**src/rtl/intersection_scheduler.sv**
```systemverilog
// Two-approach intersection sequencer. Owns green/yellow/all-red timing,
// cross-call green truncation and an emergency all-red hold. Lamps, phase
// and sec_left are registered from the next-state decode so they change on
// the same edge as the state register.
//
//   state     | meaning
//   ----------+-------------------------------------------------
//   INIT      | one cycle after reset, both red
//   NS_GREEN  | north-south green, east-west red
//   NS_YELLOW | north-south yellow, east-west red
//   ALLRED_A  | clearance before east-west green
//   EW_GREEN  | east-west green, north-south red
//   EW_YELLOW | east-west yellow, north-south red
//   ALLRED_B  | clearance before north-south green
//   HOLD      | emergency all-red, held while hold=1
module intersection_scheduler #(
  parameter int CLK_FREQ     = 125_000_000,
  parameter int GREEN_TIME   = 10,
  parameter int MIN_GREEN    = 4,
  parameter int YELLOW_TIME  = 3,
  parameter int ALL_RED_TIME = 2
) (
  input  logic       clk_125M,
  input  logic       rstn,
  input  logic       req_ns,
  input  logic       req_ew,
  input  logic       hold,
  output logic       ns_red,
  output logic       ns_yellow,
  output logic       ns_green,
  output logic       ew_red,
  output logic       ew_yellow,
  output logic       ew_green,
  output logic [2:0] phase,
  output logic [3:0] sec_left,
  output logic       sec_tick
);

  localparam int              PW        = (CLK_FREQ > 1) ? $clog2(CLK_FREQ) : 1;
  localparam logic [PW-1:0]   PRESC_MAX = PW'(CLK_FREQ - 1);
  localparam logic [3:0]      GREEN_S   = 4'(GREEN_TIME);
  localparam logic [3:0]      YELLOW_S  = 4'(YELLOW_TIME);
  localparam logic [3:0]      ALLRED_S  = 4'(ALL_RED_TIME);
  localparam logic [4:0]      MIN_S     = 5'(MIN_GREEN);

  typedef enum logic [2:0] {
    INIT      = 3'd0,
    NS_GREEN  = 3'd1,
    NS_YELLOW = 3'd2,
    ALLRED_A  = 3'd3,
    EW_GREEN  = 3'd4,
    EW_YELLOW = 3'd5,
    ALLRED_B  = 3'd6,
    HOLD      = 3'd7
  } state_t;

  state_t        state;
  state_t        state_nxt;
  logic [PW-1:0] presc;
  logic [3:0]    elapsed;
  logic          call_ns;
  logic          call_ew;
  logic          tick;
  logic          last_sec;
  logic          min_met;
  logic          entry;
  logic          timed;
  logic          in_green;
  logic [3:0]    load_val;
  logic [5:0]    lamp_nxt;
  logic [5:0]    lamp_q;

  assign tick     = (presc == PRESC_MAX);
  assign sec_tick = tick;
  assign last_sec = tick && (sec_left == 4'd1);
  assign min_met  = ({1'b0, elapsed} + 5'd1) >= MIN_S;
  assign entry    = (state_nxt != state);
  assign timed    = (state != INIT) && (state != HOLD);
  assign in_green = (state == NS_GREEN) || (state == EW_GREEN);
  assign phase    = state;
  assign {ns_red, ns_yellow, ns_green, ew_red, ew_yellow, ew_green} = lamp_q;

  // State register with lamps registered alongside it
  always_ff @(posedge clk_125M or negedge rstn) begin
    if (!rstn) begin
      state  <= INIT;
      lamp_q <= 6'b100_100;
    end else begin
      state  <= state_nxt;
      lamp_q <= lamp_nxt;
    end
  end

  // Next-state decode: timed expiry, cross-call truncation and hold
  always_comb begin
    state_nxt = state;
    case (state)
      INIT:      state_nxt = ALLRED_B;
      NS_GREEN:  if (hold || last_sec || (tick && call_ew && min_met)) state_nxt = NS_YELLOW;
      NS_YELLOW: if (last_sec) state_nxt = ALLRED_A;
      ALLRED_A:  if (last_sec) state_nxt = hold ? HOLD : EW_GREEN;
      EW_GREEN:  if (hold || last_sec || (tick && call_ns && min_met)) state_nxt = EW_YELLOW;
      EW_YELLOW: if (last_sec) state_nxt = ALLRED_B;
      ALLRED_B:  if (last_sec) state_nxt = hold ? HOLD : NS_GREEN;
      HOLD:      if (!hold) state_nxt = ALLRED_B;
      default:   state_nxt = INIT;
    endcase
  end

  // Output decode from the next state: lamp set and countdown load value
  always_comb begin
    lamp_nxt = 6'b100_100;
    load_val = 4'd0;
    case (state_nxt)
      NS_GREEN:  begin lamp_nxt = 6'b001_100; load_val = GREEN_S;  end
      NS_YELLOW: begin lamp_nxt = 6'b010_100; load_val = YELLOW_S; end
      EW_GREEN:  begin lamp_nxt = 6'b100_001; load_val = GREEN_S;  end
      EW_YELLOW: begin lamp_nxt = 6'b100_010; load_val = YELLOW_S; end
      ALLRED_A,
      ALLRED_B:  begin lamp_nxt = 6'b100_100; load_val = ALLRED_S; end
      default:   begin lamp_nxt = 6'b100_100; load_val = 4'd0;     end
    endcase
  end

  // Prescaler, countdown, green elapsed time and call latches
  always_ff @(posedge clk_125M or negedge rstn) begin
    if (!rstn) begin
      presc    <= '0;
      sec_left <= 4'd0;
      elapsed  <= 4'd0;
      call_ns  <= 1'b0;
      call_ew  <= 1'b0;
    end else begin
      if (entry) begin
        presc    <= '0;
        sec_left <= load_val;
        elapsed  <= 4'd0;
      end else begin
        presc <= tick ? '0 : presc + PW'(1);
        if (tick && timed)    sec_left <= sec_left - 4'd1;
        if (tick && in_green) elapsed  <= elapsed + 4'd1;
      end
      // a fresh request wins over the clear on green entry
      if (req_ns && state != NS_GREEN)
        call_ns <= 1'b1;
      else if (state_nxt == NS_GREEN && state != NS_GREEN)
        call_ns <= 1'b0;
      if (req_ew && state != EW_GREEN)
        call_ew <= 1'b1;
      else if (state_nxt == EW_GREEN && state != EW_GREEN)
        call_ew <= 1'b0;
    end
  end

endmodule
```
**config.mk**
```make
export PLATFORM = sky130hd
export DESIGN_NAME = intersection_scheduler
export DESIGN_NICKNAME = d
export VERILOG_FILES = /design/src/rtl/intersection_scheduler.sv
export SDC_FILE = /design/constraint.sdc
export NUM_CORES = 1
export LEC_CHECK = 0
export CAP_MARGIN = 20
export CORE_MARGIN = 10
export CORE_UTILIZATION = 55
export CTS_BUF_LIST = sky130_fd_sc_hd__clkbuf_8
export DETAILED_ROUTE_END_ITERATION = 10
export GPL_ROUTABILITY_DRIVEN = 0
export HOLD_SLACK_MARGIN = 0.15
export PLACE_DENSITY = 0.82
export SKIP_CTS_REPAIR_TIMING = 1
export SLEW_MARGIN = 5
export SYNTH_ARGS = -nofsm -noshare
export SYNTH_HDL_FRONTEND = slang
export SYNTH_SLANG_ARGS = --single-unit
```
**constraint.sdc**
```tcl
create_clock -name clk_125M -period 2.5 [get_ports clk_125M]
set_input_delay 0.5 -clock clk_125M [delete_from_list [all_inputs] [get_ports clk_125M]]
set_output_delay 0.5 -clock clk_125M [all_outputs]
set_load 0.05 [all_outputs]
```
Word-level counts from Yosys, hierarchy flattened
Cells that the tools add are included.
Storage, ports and cells
  input bits: 5
  word-level logic and storage cells: 78
  output and inout bits: 14
  register bits: 46
Cells by class
  equal/unequal tests: 19
  multiplexer cells: 22
  reduce and logical (&&, ||, !) cells: 25
  add/subtract/negate cells: 4
  $lt $le $gt $ge: 1
Operators with widths (number)
  27-bit two-way mux: 2
  27-bit by 1-bit adder with 27-bit output (second input constant): 1
  27-bit == test (second input constant): 1
  3-bit two-way mux: 8
  3-bit case mux with 8 select lines: 1
  6-bit case mux with 4 select lines: 1
  3-bit == test (second input constant): 7
  4-bit two-way mux: 4
  3-bit by 2-bit == test with 1-bit output (second input constant): 4
  1-bit logical AND: 12
  4-bit case mux with 3 select lines: 1
  2-bit nonzero test: 4
  3-bit by 1-bit == test with 1-bit output (second input constant): 2
  3-bit != test (second input constant): 2
  2-bit OR reduction: 3
  4-bit by 1-bit adder with 5-bit output (second input constant): 1
  5-bit by 3-bit >= comparator with 1-bit output (second input constant): 1
  4-bit by 1-bit adder with 4-bit output (second input constant): 1
  4-bit by 1-bit == test with 1-bit output (second input constant): 1
  1-bit logical OR: 4
  1-bit two-way mux: 4
  4-bit by 1-bit subtractor with 4-bit output (second input constant): 1
  3-bit logical NOT: 1
  3-bit by 1-bit != test with 1-bit output (second input constant): 1
  3 further kinds: 3

Depth between registers and ports, before layout
  word-level depth: 10
  depth in mapped cells: 11
  mapped depth without buffers: 11

Worst setup path before layout
No wires, ideal clock.
  path type: register -> register
  from: reg presc[0]
  to: reg presc[18]
  period minus slack after synthesis: 2.738 ns
  path buffers: 2
  setup slack: -0.238 ns
  cell stages (with the launch flop): 12
  data arrival time: 2.619 ns
  setup time: 0.119 ns
  data required time: 2.381 ns
  cell sequence: dfrtp_1 ha_1 nand2_1 or4_1 buf_2 or4_4 nand3_2 inv_2 o21a_1 o21ai_4 buf_6 nor2_2
Between the ends
  longest elaborated chain between the ends: 8
  elaborated cells between the ends (all ways): 20
  those cells by class: 1 x add/sub; 2 x eq/ne; 9 x mux; 8 x reduce/logical
Ends and longest elaborated chain
  from (decl): RTL line 59  | logic [PW-1:0] presc;
  from (signal assigned): RTL line 139  | presc <= tick ? '0 : presc + PW'(1);
  27-bit == test: RTL line 73  | assign tick = (presc == PRESC_MAX);
  1-bit logical AND (on tied branches): RTL line 75, 102, 99
  1-bit logical OR, or another cell as far along: RTL line 99, 102
  1-bit logical OR (on tied branches): RTL line 102, 99
  3-bit two-way mux (on tied branches): RTL line 102, 99
  3-bit case mux with 8 select lines: RTL line 97  | case (state)
  3-bit != test: RTL line 77  | assign entry = (state_nxt != state);
  27-bit two-way mux (*): RTL line 134  | if (entry) begin
Every way passes the cells marked *; elsewhere a longest branch is shown, timed or not.
A chain may end at the register's enable or synchronous reset.

Worst setup path after layout
  from: reg presc[1]
  to: reg presc[2]
Same word-level chain as after synthesis.

==> run summary <==
The overall global routing resource usage came out at 16.4%. The antenna diode count is 0. Wires add up to 6.12 mm. The number of antenna violations at the first check in global routing came out at 0. The worst setup path is of the flip-flop to flip-flop kind. The peak clock frequency supported by timing is 0.391 GHz.

The worst hold margin came out at 0.137 ns. The area growth from synthesis to layout came out at 27.4%. The core region is 4470 um2. For this run, the slowest stage of the critical path takes approximately 0.52 ns. The sequential element share of the synthesized area is 44.2%. The Yosys step of the flow raised 0 warnings.

The run finished, with violations left. The power density normalized to cell area came out at 748 nW/um2. Setup repair after global routing could not meet its margin everywhere. The number of DRC markers in iteration 0 is 140. The mean number of vias per cell came out at 5.67.

The number of global-route vias before repair came out at 2250. The number of nets with antenna violations after detailed routing is 0. The routed layout has 2179 vias.

The library cell appearing most often on the critical path is sky130_fd_sc_hd__or4_4. In the synthesized netlist, the cells that appear most often are sky130_fd_sc_hd__dfrtp_1 (44), sky130_fd_sc_hd__nor2_1 (33), sky130_fd_sc_hd__nand2_1 (22). TritonCTS built the clock tree. The final worst-path cycle share came out at 102%. The average instance area after synthesis came out at approximately 9.6 um2.

For this run, design rule violations remaining after detail routing come to 0. Among all flip-flop cells after synthesis, the most frequent one is sky130_fd_sc_hd__dfrtp_1. The placement row count is 24. The filler-free cell count of the finished design came out at 384. The worst-case IR drop observed on VDD is roughly 0.37 mV.

The number of nets in the synthesized netlist is 281. In the final routed layout, each cell accounts on average for roughly 16 um. Counting both buffers and inverters, the worst setup path holds a total of 2. The post-route netlist has between 30% and 40% of its cells at a drive strength greater than 1. The wire length of the first global-routing pass is around 10 mm. Once placement completed, the tool counted placed cells totaling 373.

Once placement finished, the instance area stood at 3150 um2. The min-delay analysis places its worst path in the category primary input to async pin. The number of I/O port buffers is 18.

The count of unique library cells instantiated by Yosys is 52. The slowest stage of the critical path belongs to the cell sky130_fd_sc_hd__or4_4. The highest net fanout along the worst path came out at 17. The checks that failed: setup timing. The capturing element type of the critical path is a flip-flop. The share of flip-flops with an asynchronous set or reset is 100%. Among all cell types in the netlist, the one instantiated most often is sky130_fd_sc_hd__dfrtp_1. The startpoint kind of the worst setup timing path is a flip-flop. Entering global routing, the biggest net connects 28 pins.

The total number of nets in the final design came out at 341. The normalized max-slew margin is between 60% and 70%. By area the synthesized netlist is led by sky130_fd_sc_hd__dfrtp_1 (42%), sky130_fd_sc_hd__xnor2_1 (6.4%), sky130_fd_sc_hd__nor2_2 (5.0%). The overall die area is 7900 um2. Traced cell by cell, the critical path runs through ha_2 -> nand2_2 -> or4_4 -> or4_4 -> nand3_4 -> inv_4 -> o21a_4 -> o21ai_4 -> buf_12 -> nor2_1.

The cell family contributing the most delay on the critical path is simple AND/OR/NAND/NOR gates. The register clock-pin slew on the reported worst setup and hold paths came out at 0.08 ns. The hold violation total from the final report is 0. The final count of negative-setup-slack endpoints came out at 28. The final count of pins violating max slew came out at 0. After global routing the overflow that remains totals 0.

The starting density of the core is 58.3%. Between clock sinks in the finished design, the worst skew comes to between 0.008 and 0.009 ns. At the pin with the least slew margin, the transition time is 0.574 ns.

After synthesis the cells add up to 2610 um2. Measured on the finished design, the core utilization comes to 74.3%. The synthesized flop and latch total came out at 46.

The synthesized design devotes to its leading area cell type 42.2% of total area. The leakage dissipation is roughly 1.4 nW. The die is 88.9 um wide.

The vertical die dimension came out at 88.9 um. The worst setup slack after placement is -0.0559 ns. The data arrival time of the worst path is 2.75 ns. The number of buffers added by the clock tree synthesis step came out at 5.

After layout, the minimum clock period comes to 2.56 ns. Data on the critical path is required at its endpoint by roughly 2.7 ns. Counting along the longest clock path gives a buffer depth of 2. The worst-case setup margin in the final layout came out at -0.0575 ns. The total number of clock tree sinks came out at 46. The layout has around 310 filler cells. The count of boundary I/O pins came out at 19. The cell type contributing the most total cell area after synthesis is sky130_fd_sc_hd__dfrtp_1.

The total half-perimeter wirelength after legalization and detailed placement came out at 4.41 mm. The total iterations of the first detailed-routing run came out at 5. The deepest level of the CTS H-tree is 2.

The number of instances in the synthesized netlist is 271. Summing all multi-input logic gate instances after layout gives 1450 um2. The sequential standard cell area is roughly 1200 um2. The tree is rooted in a sky130_fd_sc_hd__clkbuf_8.

The number of enable-type register cells in the synthesized netlist is 0. After routing the design area is 3320 um2. For the worst-skew pair, the clock arrives at the later sink with an insertion delay of ~0.3 ns. The tool flagged a number of max-cap violations equal to 0.
-- kinds of logic after synthesis --
family / share of synthesized area (%)
multiplexers: 1.58
AND/OR/NAND/NOR: 29.6
XOR/XNOR: 10.4
flip-flops: 44.2
buffers and inverters: 4.22
adder cells (fa/ha/maj): 2.40
AO/OA/AOI/OAI: 7.58
-- through the flow --
stage | power, W | setup TNS (ns)
3_3_place_gp | 0.00201 | -0.0114
5_1_grt | 0.00263 | -4.86
4_1_cts | 0.00246 | -1.11
3_5_place_dp | 0.00203 | -0.141
2_1_floorplan | 0.00166 | -3.59
6_report | 0.00249 | -1.15
-- placed cells by master, fill, tap and decap left out, drive strengths merged, types with 6 or more instances in the layout --
cell type / n
nor3: 13
xor2: 12
nor2: 54
nand4: 6
clkdlybuf4s50: 16
nand3: 10
dfrtp: 44
xnor2: 19
inv: 18
o21ai: 6
nand2: 22
buf: 43
-- layout make-up --
type                            count  area share (%)
Sequential cell                    46            34.7
Clock inverter                      3           0.339
Inverter                           15            1.77
Multi-Input combinational cell    204            43.5
Tap cell                           52            1.96
Timing Repair Buffer               59            15.6
Clock buffer                        5            2.07
-- state kept, by name (all words and copies together) (netlist names) --
name,count
elapsed,4
sec_left,4
call_ns,1
phase,3
call_ew,1
lamp_q,6
presc,27
-- per-layer routing --
layer | global-route usage (%) | vias up | wire [um]
met5 | 0 | - | 0
met4 | 6.90 | 0 | 155
met3 | 2.94 | 18 | 264
met2 | 29.1 | 64 | 3200
met1 | 18.8 | 1049 | 2500
li1 | - | 1048 | -
-- worst reg2reg max path, cell delays in order (launching register included) --
cell and delay (ns):
sky130_fd_sc_hd__dfrtp_1 0.36, sky130_fd_sc_hd__ha_2 0.20, sky130_fd_sc_hd__nand2_2 0.06, sky130_fd_sc_hd__or4_4 0.52
sky130_fd_sc_hd__or4_4 0.46, sky130_fd_sc_hd__nand3_4 0.12, sky130_fd_sc_hd__inv_4 0.06, sky130_fd_sc_hd__o21a_4 0.22
sky130_fd_sc_hd__o21ai_4 0.18, sky130_fd_sc_hd__buf_12 0.19, sky130_fd_sc_hd__nor2_1 0.07
-- report_power, final --
part	internal, W	switching [W]
Clock	0.000187	0.000240
Sequential	0.000817	0.0000652
Combinational	0.000468	0.000712
-- worst paths after layout --
path | slack [ns] | end | cells past startpoint | start
setup / recovery | -0.06 | presc[2] | 10 | presc[1]
hold / removal | 0.14 | elapsed[3] | 1 | rstn
setup reg to reg | -0.06 | presc[2] | 10 | presc[1]
hold reg to reg | 0.54 | call_ns | 2 | call_ns
max in group asynchronous | 1.85 | presc[16] | 2 | rstn
min in group clk_125M | 0.54 | call_ns | 2 | call_ns
Note: power is estimated with default switching activity, not from simulation.
